--- config.mk ---
export PLATFORM = sky130hd
export DESIGN_NAME = motion_bbox_detect_flat
export DESIGN_NICKNAME = d
export VERILOG_FILES = /design/src/rtl/motion_bbox_detect_if.sv /design/src/rtl/motion_bbox_detect.sv /design/src/flat_wrapper.sv
export SDC_FILE = /design/constraint.sdc
export NUM_CORES = 1
export LEC_CHECK = 0
export CAP_MARGIN = 20
export CORE_MARGIN = 3
export CORE_UTILIZATION = 45
export DETAILED_ROUTE_END_ITERATION = 10
export HOLD_SLACK_MARGIN = 0.12
export PLACE_DENSITY = 0.78
export SLEW_MARGIN = 20
export SYNTH_ARGS = -nofsm -noshare
export SYNTH_HDL_FRONTEND = slang
export SYNTH_SLANG_ARGS = --single-unit
--- constraint.sdc ---
create_clock -name clk -period 2.4 [get_ports clk]
set_input_delay 0.36 -clock clk [delete_from_list [all_inputs] [get_ports clk]]
set_output_delay 0.36 -clock clk [all_outputs]
set_load 0.005 [all_outputs]
--- src/rtl/motion_bbox_detect_if.sv ---
// motion_bbox_detect_if
//   Binary motion-mask stream from the frame-difference stage.
//   diff_data_vsync : frame sync, high during vertical blank
//   diff_data_href  : line valid, high on active pixels
//   diff_data       : mask pixel, any nonzero value marks motion
//   master drives the stream, slave (the detector) consumes it.
interface motion_bbox_detect_if;
   logic        diff_data_vsync;
   logic        diff_data_href;
   logic [15:0] diff_data;

   modport master (output diff_data_vsync, output diff_data_href, output diff_data);
   modport slave  (input  diff_data_vsync, input  diff_data_href, input  diff_data);
endinterface

--- src/rtl/motion_bbox_detect.sv ---
// motion_bbox_detect
//   Per frame, counts motion pixels in the binary mask and tracks the min/max
//   column and row at which they occur. On each frame boundary (vsync rising)
//   the bounding box, pixel count and motion flag are published together with
//   a one-cycle bbox_valid pulse. The partial frame seen after reset is dropped.
// Ports
//   clk              : pixel clock
//   rst_n            : asynchronous reset, active low
//   in_if            : mask stream (vsync / href / data), slave side
//   bbox_valid       : one-cycle pulse, results below were just updated
//   motion_detected  : last complete frame had at least MIN_PIXELS motion pixels
//   bbox_x_min/max   : leftmost / rightmost motion column (0 when no motion)
//   bbox_y_min/max   : top / bottom motion row (0 when no motion)
//   motion_pixel_cnt : motion pixels in last complete frame, saturating
module motion_bbox_detect #(
   parameter int H_W        = 11,
   parameter int V_W        = 11,
   parameter int CNT_W      = 21,
   parameter int MIN_PIXELS = 64
) (
   input  logic                 clk,
   input  logic                 rst_n,
   motion_bbox_detect_if.slave  in_if,
   output logic                 bbox_valid,
   output logic                 motion_detected,
   output logic [H_W-1:0]       bbox_x_min,
   output logic [H_W-1:0]       bbox_x_max,
   output logic [V_W-1:0]       bbox_y_min,
   output logic [V_W-1:0]       bbox_y_max,
   output logic [CNT_W-1:0]     motion_pixel_cnt
);

   function automatic logic [H_W-1:0] sat_inc_h(input logic [H_W-1:0] v);
      return (&v) ? v : v + H_W'(1);
   endfunction

   function automatic logic [V_W-1:0] sat_inc_v(input logic [V_W-1:0] v);
      return (&v) ? v : v + V_W'(1);
   endfunction

   function automatic logic [CNT_W-1:0] sat_inc_cnt(input logic [CNT_W-1:0] v);
      return (&v) ? v : v + CNT_W'(1);
   endfunction

   logic             vs_d;
   logic             hr_d;
   logic [H_W-1:0]   x;
   logic [V_W-1:0]   y;
   logic [H_W-1:0]   xmin;
   logic [H_W-1:0]   xmax;
   logic [V_W-1:0]   ymin;
   logic [V_W-1:0]   ymax;
   logic [CNT_W-1:0] cnt;
   logic             frame_seen;

   logic vs_rise;
   logic hr_fall;
   logic motion_pix;
   logic thresh_met;

   // Line ends during vertical blank must not advance the row counter.
   assign vs_rise    = in_if.diff_data_vsync & ~vs_d;
   assign hr_fall    = ~in_if.diff_data_href & hr_d & ~in_if.diff_data_vsync;
   assign motion_pix = in_if.diff_data_href & ~in_if.diff_data_vsync & (|in_if.diff_data);
   assign thresh_met = (cnt >= CNT_W'(MIN_PIXELS));

   // Stage: sync delay and pixel coordinates (x/y describe the pixel on the current edge)
   always_ff @(posedge clk or negedge rst_n) begin
      if (!rst_n) begin
         vs_d <= 1'b0;
         hr_d <= 1'b0;
         x    <= '0;
         y    <= '0;
      end else begin
         vs_d <= in_if.diff_data_vsync;
         hr_d <= in_if.diff_data_href;
         if (in_if.diff_data_href)
            x <= sat_inc_h(x);
         else
            x <= '0;
         if (vs_rise)
            y <= '0;
         else if (hr_fall)
            y <= sat_inc_v(y);
      end
   end

   // Stage: per-frame accumulators, cleared on the frame-closing edge
   always_ff @(posedge clk or negedge rst_n) begin
      if (!rst_n) begin
         xmin <= '1;
         xmax <= '0;
         ymin <= '1;
         ymax <= '0;
         cnt  <= '0;
      end else if (vs_rise) begin
         xmin <= '1;
         xmax <= '0;
         ymin <= '1;
         ymax <= '0;
         cnt  <= '0;
      end else if (motion_pix) begin
         if (x < xmin) xmin <= x;
         if (x > xmax) xmax <= x;
         if (y < ymin) ymin <= y;
         if (y > ymax) ymax <= y;
         cnt <= sat_inc_cnt(cnt);
      end
   end

   // Stage: result registers, loaded at frame close once a full frame has been seen
   always_ff @(posedge clk or negedge rst_n) begin
      if (!rst_n) begin
         frame_seen       <= 1'b0;
         bbox_valid       <= 1'b0;
         motion_detected  <= 1'b0;
         bbox_x_min       <= '0;
         bbox_x_max       <= '0;
         bbox_y_min       <= '0;
         bbox_y_max       <= '0;
         motion_pixel_cnt <= '0;
      end else begin
         frame_seen <= frame_seen | vs_rise;
         bbox_valid <= vs_rise & frame_seen;
         if (vs_rise && frame_seen) begin
            motion_detected  <= thresh_met;
            motion_pixel_cnt <= cnt;
            // Below threshold the box is suppressed but the count is still reported.
            bbox_x_min       <= thresh_met ? xmin : '0;
            bbox_x_max       <= thresh_met ? xmax : '0;
            bbox_y_min       <= thresh_met ? ymin : '0;
            bbox_y_max       <= thresh_met ? ymax : '0;
         end
      end
   end

endmodule

--- src/flat_wrapper.sv ---
// flat-port wrapper written by rule: the top's interface ports become plain ports
module motion_bbox_detect_flat 
#(
   parameter int H_W        = 11,
   parameter int V_W        = 11,
   parameter int CNT_W      = 21,
   parameter int MIN_PIXELS = 64
)
  (clk, rst_n, bbox_valid, motion_detected, bbox_x_min, bbox_x_max, bbox_y_min, bbox_y_max, motion_pixel_cnt, in_if_diff_data_vsync, in_if_diff_data_href, in_if_diff_data);
  motion_bbox_detect_if in_if_i ();
  input  logic clk;
  input  logic rst_n;
  output logic bbox_valid;
  output logic motion_detected;
  output logic [H_W-1:0] bbox_x_min;
  output logic [H_W-1:0] bbox_x_max;
  output logic [V_W-1:0] bbox_y_min;
  output logic [V_W-1:0] bbox_y_max;
  output logic [CNT_W-1:0] motion_pixel_cnt;
  input wire logic [$bits(in_if_i.diff_data_vsync)-1:0] in_if_diff_data_vsync;
  input wire logic [$bits(in_if_i.diff_data_href)-1:0] in_if_diff_data_href;
  input wire logic [$bits(in_if_i.diff_data)-1:0] in_if_diff_data;
  assign in_if_i.diff_data_vsync = in_if_diff_data_vsync;
  assign in_if_i.diff_data_href = in_if_diff_data_href;
  assign in_if_i.diff_data = in_if_diff_data;
  motion_bbox_detect #(.H_W(H_W), .V_W(V_W), .CNT_W(CNT_W), .MIN_PIXELS(MIN_PIXELS)) u_core (.clk(clk), .rst_n(rst_n), .in_if(in_if_i), .bbox_valid(bbox_valid), .motion_detected(motion_detected), .bbox_x_min(bbox_x_min), .bbox_x_max(bbox_x_max), .bbox_y_min(bbox_y_min), .bbox_y_max(bbox_y_max), .motion_pixel_cnt(motion_pixel_cnt));
endmodule
==> reports/metrics.cfg, run 1 <==
[status]
outcome = finished, final reports clean

[setup_path]
critPathBufInv = 1
start_kind = register
required_ns = 2.71
crit_slowest_cell = a31oi_4
crit_arrival_ns = 2.51
critPathTopFamily = compound AO/OA/AOI/OAI gates
critPathMaxFanout = 10
endpoint_kind = register
path_cells = inv_1, ha_1, nand4_1, nor3_1, a21oi_1, a31oi_4, mux2_2
cpPeakStageDelay_ns = 0.39
setup.worst_path.class = reg -> reg

[die]
fp.dieH_microns = 137
dieArea_sq_mm = 0.0187
die_w_microns = 137
ioPinCount = 87
row_count = 47
start_util = 0.462
fp.coreArea_sq_mm = 0.0166

[power]
finalPower_uw = 6340
p_seq_frac = 0.450
total_leakage_power_uw = 0.00451
p_sw_uw = 1440
p_int_uw = 4910
vdd_drop_max_v = 0.000585
clockPowerShare = 0.455
swShare = 0.226
combPwrFrac = 0.094
power.density_mw_per_mm2 = 645

[route]
met2_length_microns = 8750
wl_met1_microns = 8240
via_per_inst = 5.47
wl_per_cell_microns = 16.9
drt_iter0_drc = 438
drc = 0
antenna_left = 0
drt_pass1_iterations = 6
wl_met3_microns = 1030
vias = 5933
top_layer = met4
wl_microns = 18400

[sta]
hold_violations = 0
period_share = 0.919
slew-limit-headroom = 0.563
setup_tns_ns = 0
rsz0062_at_grt = false
fmax_ghz = 0.454
setup_viol = 0
worstMarginPinSlew_ns = 0.650
fin_skew_ns = 0.00891
drv_slew = 0
period_needed_ns = 2.20

[cells_and_area]
syn_to_final_growth_pct = 28.0
drive_gt1_frac = 0.175
fin_nets = 919
diodes = 0
stdcell_count = 1085
nFillCells = 1379

[synth]
yosysSeqAreaShare = 0.515
synth.distinct_cells = 55
async_flop_share = 1.00
synth-main-ff-cell = dfrtp_1
ys_top_cells_by_count = dfrtp_1, inv_1, nor2_1
synthCells = 722
ys_top_cells_by_area = dfrtp_1, dfstp_2, ha_1, a22o_1, mux2_2
synth_edf_count = 0
yosysMostFrequentCell = dfrtp_1
yosys_register_bits = 157
synthesis.nets = 788
yosysTopAreaCellShare = 0.440
avgSynthCellArea_sq_um = 10.6
netlist_area_sq_mm = 0.00768
yosys_warnings = 0
synth.largest_area_cell = dfrtp_1

[place]
dp_hpwl_microns = 12900
dp.cells = 1052
gpl.final_weighted_congestion = 0.877
portBuffers = 86

[global_routing]
grt_start_max_net_pins = 44
grt_pass1_vias = 6072
grt_pass1_wl_microns = 30800
antenna_found_initial = 0
grt.total_usage = 0.212
overflow = 0

[clock_tree]
clkSinkCount = 157
clock_latency_ns = 0.43
cts_tree = yes
cts_root_buf = clkbuf_16
h-tree-depth = 4
clk_pin_slew_ns = 0.06
cts_buffer_depth = 2
cts_buffers = 17

[job]
maxCapViolCount = 0

[hold_path]
hp-class = in -> async

-- kinds of logic after synthesis --
family                     Yosys count  share of synthesized area
muxes                               48                     0.0668
and+or+nand+nor                    197                      0.125
DFF                                157                      0.515
adders and majority gates           46                     0.0749
buffers and inverters               94                     0.0503
AOI/OAI and AO/OA                  166                      0.152
xor gates and xnor gates            14                     0.0160
-- power by group through the flow --
| stage | registers, uW | logic, uW | clock network, uW |
|---|---|---|---|
| CTS | 2860 | 587 | 2930 |
| global route | 2870 | 671 | 3060 |
| finish | 2860 | 598 | 2890 |
| global placement | 2900 | 557 | 0 |
| detailed placement | 2900 | 574 | 0 |
| floorplan | 2880 | 317 | 0 |
-- layer usage --
metal | vias up | global-route usage
met4 | 0 | 0.0717
met1 | 2878 | 0.283
li1 | 2842 | -
met2 | 178 | 0.336
met5 | - | 0
met3 | 35 | 0.0566
-- metrics by stage --
step           cell area (sq um)  setup WS (ns)  utilization  hold slack (ns)
6_report                    9840          0.195        0.591            0.418
5_1_grt                     9840        0.00507        0.591            0.431
4_1_cts                     9810         0.0218        0.590            0.419
3_5_place_dp                9160         -0.536        0.550            0.302
3_3_place_gp                9150         -0.532        0.550            0.309
2_1_floorplan               7680          0.237            -           0.0644
-- repair_timing --
action,CTS,global route
setup buffers,0,1
pin swaps,0,2
setup endpoints to repair,16,31
endpoints found under the hold margin,33,0
resized for setup,2,3
hold buffers,1,0
-- cell usage in the layout (no fill, tap or decap), drive strengths merged, types with 8 or more instances in the layout --
cell,instances
o211ai,16
buf,59
nor2,51
nand4,15
dfstp,22
nor4,12
xnor2,12
nand2b,8
a22o,44
inv,60
or3,9
clkbuf,25
mux2i,22
clkdlybuf4s50,85
ha,46
dfrtp,135
nand2,50
nand3,13
a21oi,37
mux2,26
o21ai,34
nor3,25
-- layout make-up --
type	instances	area [sq um]	area share
Sequential cell	157	3960	0.402
Multi-Input combinational cell	471	3400	0.345
Timing Repair Buffer	145	1350	0.137
Clock buffer	25	505	0.0514
Tap cell	220	275	0.0280
Inverter	61	229	0.0233
Clock inverter	6	130	0.0132
-- final timing paths --
kind	from	to	slack (ns)	depth (start not counted)
max	u_core.xmax[10]	u_core.xmax[4]	0.20	7
min	rst_n	u_core.bbox_x_max[4]	0.42	2
max reg2reg	u_core.xmax[10]	u_core.xmax[4]	0.20	7
min reg2reg	u_core.motion_pixel_cnt[20]	u_core.motion_pixel_cnt[20]	0.48	2
max in group asynchronous	rst_n	u_core.ymin[10]	1.25	3
min in group clk	u_core.motion_pixel_cnt[20]	u_core.motion_pixel_cnt[20]	0.48	2
-- flip-flops by register name, indices dropped and copies added (netlist names) --
signal	cells
u_core.cnt	21
u_core.motion_pixel_cnt	21
u_core.bbox_x_max	11
u_core.bbox_x_min	11
u_core.bbox_y_max	11
u_core.bbox_y_min	11
u_core.x	11
u_core.xmax	11
u_core.xmin	11
u_core.y	11
u_core.ymax	11
u_core.ymin	11
u_core.bbox_valid	1
u_core.frame_seen	1
u_core.hr_d	1
u_core.motion_detected	1
u_core.vs_d	1
Power figures use the tool's default switching activity.
==> run 2: changes to the inputs <==
--- a/config.mk
+++ b/config.mk
@@ -11,7 +11,7 @@
 export DETAILED_ROUTE_END_ITERATION = 10
 export HOLD_SLACK_MARGIN = 0.12
 export PLACE_DENSITY = 0.78
-export SLEW_MARGIN = 20
+export SLEW_MARGIN = 0
 export SYNTH_ARGS = -nofsm -noshare
 export SYNTH_HDL_FRONTEND = slang
 export SYNTH_SLANG_ARGS = --single-unit
==> reports/metrics.cfg, run 2 (same netlist as run 1, synthesis figures left out) <==
[status]
outcome = finished, final reports clean

[global_routing]
grt.total_usage = 0.208
antenna_found_initial = 0
overflow = 0
grt_start_max_net_pins = 44
grt_pass1_wl_microns = 30400
grt_pass1_vias = 5979

[power]
swShare = 0.229
p_sw_uw = 1480
p_int_uw = 4970
clockPowerShare = 0.465
p_seq_frac = 0.443
power.density_mw_per_mm2 = 655
combPwrFrac = 0.092
vdd_drop_max_v = 0.000550
total_leakage_power_uw = 0.00452

[place]
gpl.final_weighted_congestion = 0.877
dp_hpwl_microns = 12900
dp.cells = 1053
place_ws_ns = -0.538
portBuffers = 86

[sta]
fmax_ghz = 0.442
setup_ws_ns = 0.137
holdWs_ns = 0.415
period_share = 0.943
period_needed_ns = 2.26
fin_skew_ns = 0.0123
setup_tns_ns = 0
worstMarginPinSlew_ns = 0.604
hold_violations = 0
rsz0062_at_grt = false
slew-limit-headroom = 0.594
setup_viol = 0
drv_slew = 0

[route]
wl_met1_microns = 8220
vias = 5938
via_per_inst = 5.47
top_layer = met4
antenna_left = 0
met2_length_microns = 8830
drc = 0
wl_microns = 18300
drt_iter0_drc = 453
wl_per_cell_microns = 16.9
drt_pass1_iterations = 4
wl_met3_microns = 970

[clock_tree]
cts_tree = yes
clkSinkCount = 157
cts_root_buf = clkbuf_16
cts_buffer_depth = 2
cts_setup_buffers = 0
clock_latency_ns = 0.43
clk_pin_slew_ns = 0.06
cts_buffers = 17
h-tree-depth = 4

[cells_and_area]
fin_nets = 919
mostFrequentLayoutCell = dfrtp_1
top_regs = u_core.cnt: 21 flops, u_core.motion_pixel_cnt: 21 flops
diodes = 0
syn_to_final_growth_pct = 28.2
drive_gt1_frac = 0.177
mostFrequentLayoutCells = dfrtp_1, clkdlybuf4s50_1, inv_1, buf_4, nor2_1
stdcell_count = 1086
post-route-util = 0.592
nFillCells = 1357

[setup_path]
setup.worst_path.class = reg -> reg
start_kind = register
ff2ff_setup_slack_ns = 0.14
endpoint_kind = register
critPathMaxFanout = 7
crit_arrival_ns = 2.61
timing.rr.start = u_core.y[8]
r2r_end = u_core.ymax[8]
rr_worst_depth = 7
required_ns = 2.75

[die]
fp.dieH_microns = 137
ioPinCount = 87
fp.coreArea_sq_mm = 0.0166
dieArea_sq_mm = 0.0187
die_w_microns = 137
start_util = 0.462
row_count = 47

[job]
maxCapViolCount = 0

[hold_path]
hp-class = in -> async

-- run 2: cell types whose count changed in the layout (fill, tap and decap cells not counted), moves of 2 or more --
cell and delta:
clkinvlp_4 +2, bufinv_16 +2, clkbuf_8 -5, clkinv_2 +3
-- run 2: timing repair --
item / CTS / global route
hold buffers: 1 / 0
gates resized for setup: 3 / 2
setup endpoints to repair: 16 / 11
endpoints found under the hold margin: 33 / 0
-- run 2: routing by layer --
metal,up-vias,global-route usage
met2,145,0.337
li1,2847,-
met5,-,0
met4,0,0.0689
met3,26,0.0489
met1,2920,0.278
-- run 2: metrics by stage --
step | instance area [sq um] | total power, uW
6_report | 9850 | 6450
5_1_grt | 9850 | 6680
4_1_cts | 9840 | 6500
3_5_place_dp | 9160 | 3480
3_3_place_gp | 9150 | 3450
2_1_floorplan | 7680 | 3200
-- run 2: cell type report --
type / instances / area (sq um) / area share
Sequential cell: 157 / 3960 / 0.402
Clock inverter: 13 / 220 / 0.0224
Inverter: 61 / 229 / 0.0232
Clock buffer: 19 / 433 / 0.0440
Tap cell: 220 / 275 / 0.0280
Multi-Input combinational cell: 471 / 3390 / 0.344
Timing Repair Buffer: 145 / 1350 / 0.137
-- run 2: worst max-delay path, cell delays in order (launching register included) --
cell and delay [ns]:
dfrtp_1 0.46, ha_1 0.33, nand4_1 0.15, nor3_1 0.30
and2_1 0.18, o41a_1 0.34, buf_4 0.23, mux2i_1 0.19
-- run 2: power groups by stage --
stage / Sequential (uW) / Clock [uW] / Combinational [uW]
3_5_place_dp: 2900 / 0 / 575
4_1_cts: 2860 / 3050 / 594
5_1_grt: 2870 / 3150 / 664
2_1_floorplan: 2880 / 0 / 317
3_3_place_gp: 2900 / 0 / 557
6_report: 2860 / 3000 / 591
-- run 2: worst max-delay path by stage --
| stage | from | endpoint | slack (ns) | cells past startpoint |
|---|---|---|---|---|
| 6_report | u_core.y[8] | u_core.ymax[8] | 0.14 | 7 |
| 5_1_grt | u_core.xmax[9] | u_core.xmax[0] | 0.0005 | 8 |
| 4_1_cts | u_core.ymin[7] | u_core.ymin[0] | 0.05 | 7 |
| 3_5_place_dp | in_if_diff_data[1] | u_core.xmax[6] | -0.54 | 6 |
| 3_3_place_gp | in_if_diff_data[1] | u_core.xmin[0] | -0.53 | 7 |
| 2_1_floorplan | u_core.ymin[4] | u_core.ymin[5] | 0.24 | 8 |
==> run 3: changes to the inputs <==
--- a/config.mk
+++ b/config.mk
@@ -5,7 +5,7 @@
 export SDC_FILE = /design/constraint.sdc
 export NUM_CORES = 1
 export LEC_CHECK = 0
-export CAP_MARGIN = 20
+export CORE_ASPECT_RATIO = 0.5
 export CORE_MARGIN = 3
 export CORE_UTILIZATION = 45
 export DETAILED_ROUTE_END_ITERATION = 10
==> reports/metrics.cfg, run 3 (same netlist as run 1, synthesis figures left out) <==
[sta]
period_share = 0.922
setup_ws_ns = 0.187
fmax_ghz = 0.452
drv_slew = 0
setup_viol = 0
hold_violations = 0
worstMarginPinSlew_ns = 0.593
fin_skew_ns = 0.0117
holdWs_ns = 0.446
slew-limit-headroom = 0.601
period_needed_ns = 2.21
rsz0062_at_grt = false
setup_tns_ns = 0

[die]
row_count = 33
die_w_microns = 191
start_util = 0.464
ioPinCount = 87
fp.dieH_microns = 98.4
dieArea_sq_mm = 0.0188
fp.coreArea_sq_mm = 0.0166

[hold_path]
hp-class = in -> async

[global_routing]
overflow = 0
grt_pass1_vias = 5947
grt_pass1_wl_microns = 30500
grt_start_max_net_pins = 49
antenna_found_initial = 0
grt.total_usage = 0.203

[place]
dp_hpwl_microns = 12500
gpl.final_weighted_congestion = 0.861
portBuffers = 86
place_ws_ns = -0.327

[route]
antenna_left = 0
drc = 0
drt_pass1_iterations = 7
drt_iter0_drc = 355
wl_microns = 17900
via_per_inst = 5.49
vias = 5895
wl_per_cell_microns = 16.7

[cells_and_area]
diodes = 0
post-route-util = 0.584
nFillCells = 1316
multi_input_area_sq_mm = 0.00339
fin_nets = 900
drive_gt1_frac = 0.159
mostFrequentLayoutCell = dfrtp_1
mostFrequentLayoutCells = dfrtp_1, clkdlybuf4s50_1, inv_1, nor2_1, nand2_1
top_regs = u_core.cnt: 21 flops, u_core.motion_pixel_cnt: 21 flops
register_area_sq_mm = 0.00396
syn_to_final_growth_pct = 25.9

[clock_tree]
cts_root_buf = clkbuf_16
h-tree-depth = 4
cts_buffers = 17
clkSinkCount = 157
cts_tree = yes
clock_latency_ns = 0.43
clk_pin_slew_ns = 0.06
cts_buffer_depth = 2

[setup_path]
setup.worst_path.class = reg -> reg
crit_arrival_ns = 2.52
start_kind = register
critPathMaxFanout = 7
endpoint_kind = register
required_ns = 2.71

[power]
power.density_mw_per_mm2 = 644
total_leakage_power_uw = 0.00439
vdd_drop_max_v = 0.000487
finalPower_uw = 6240

[job]
maxCapViolCount = 0

[status]
outcome = finished, final reports clean

-- run 3: cell count changes in the layout (fill, tap and decap cells not counted), moves of 2 or more --
| cell | previous run | this run |
|---|---|---|
| buf_4 | 55 | 36 |
| clkinv_2 | 5 | 0 |
| bufinv_16 | 6 | 3 |
| inv_6 | 0 | 3 |
| clkbuf_8 | 0 | 2 |
| clkinv_4 | 0 | 2 |
| nor3_1 | 25 | 23 |
| nor3_2 | 0 | 2 |
-- run 3: final timing paths --
check,startpoint,to,slack (ns),depth (start not counted)
min in group clk,u_core.motion_detected,u_core.motion_detected,0.48,1
worst min register to register,u_core.motion_detected,u_core.motion_detected,0.48,1
worst max-delay path,u_core.x[10],u_core.xmax[4],0.19,8
worst min-delay path,rst_n,u_core.cnt[1],0.45,2
max in group asynchronous,rst_n,u_core.ymin[0],1.23,3
worst max register to register,u_core.x[10],u_core.xmax[4],0.19,8
-- run 3: area by class of cell --
| class | count | share of cell area |
|---|---|---|
| timing repair buffer | 126 | 0.124 |
| multi-input combinational | 471 | 0.350 |
| sequential | 157 | 0.409 |
| clock buffer | 21 | 0.0476 |
| inverter | 61 | 0.0237 |
| tap | 227 | 0.0294 |
| clock inverter | 11 | 0.0162 |
-- run 3: power by group --
part	switching, uW	internal (uW)	leakage (uW)
sequential	81.3	2770	0.00210
clock	1100	1710	0.000291
combinational	328	245	0.00200
total	1510	4720	0.00439
-- run 3: worst max-delay path, stage by stage, from the launching register on --
cell and delay [ns]:
dfrtp_1 0.41, buf_4 0.17, ha_1 0.28, nand4_1 0.13
nor3_2 0.26, a21oi_1 0.09, a31oi_1 0.19, buf_4 0.22
mux2_2 0.35
-- run 3: routing by layer --
| metal | track usage | wire length [microns] |
|---|---|---|
| met1 | 0.278 | 8370 |
| met2 | 0.327 | 8450 |
| met3 | 0.0420 | 794 |
| met4 | 0.0608 | 284 |
| met5 | 0 | 0 |
-- run 3: through the flow --
step / area (sq um) / cells
CTS: 9660 / 1074
global placement: 9020 / 1041
detailed placement: 9020 / 1041
floorplan: 7680 / 722
finish: 9680 / 1074
global route: 9680 / 1074
-- run 3: timing repair --
action	4_1_cts	5_1_grt
hold buffers	1	0
setup endpoints to repair	11	18
gates cloned	0	0
pin swaps	0	1
endpoints found under the hold margin	31	0
buffers inserted	0	0
gates resized for setup	1	5
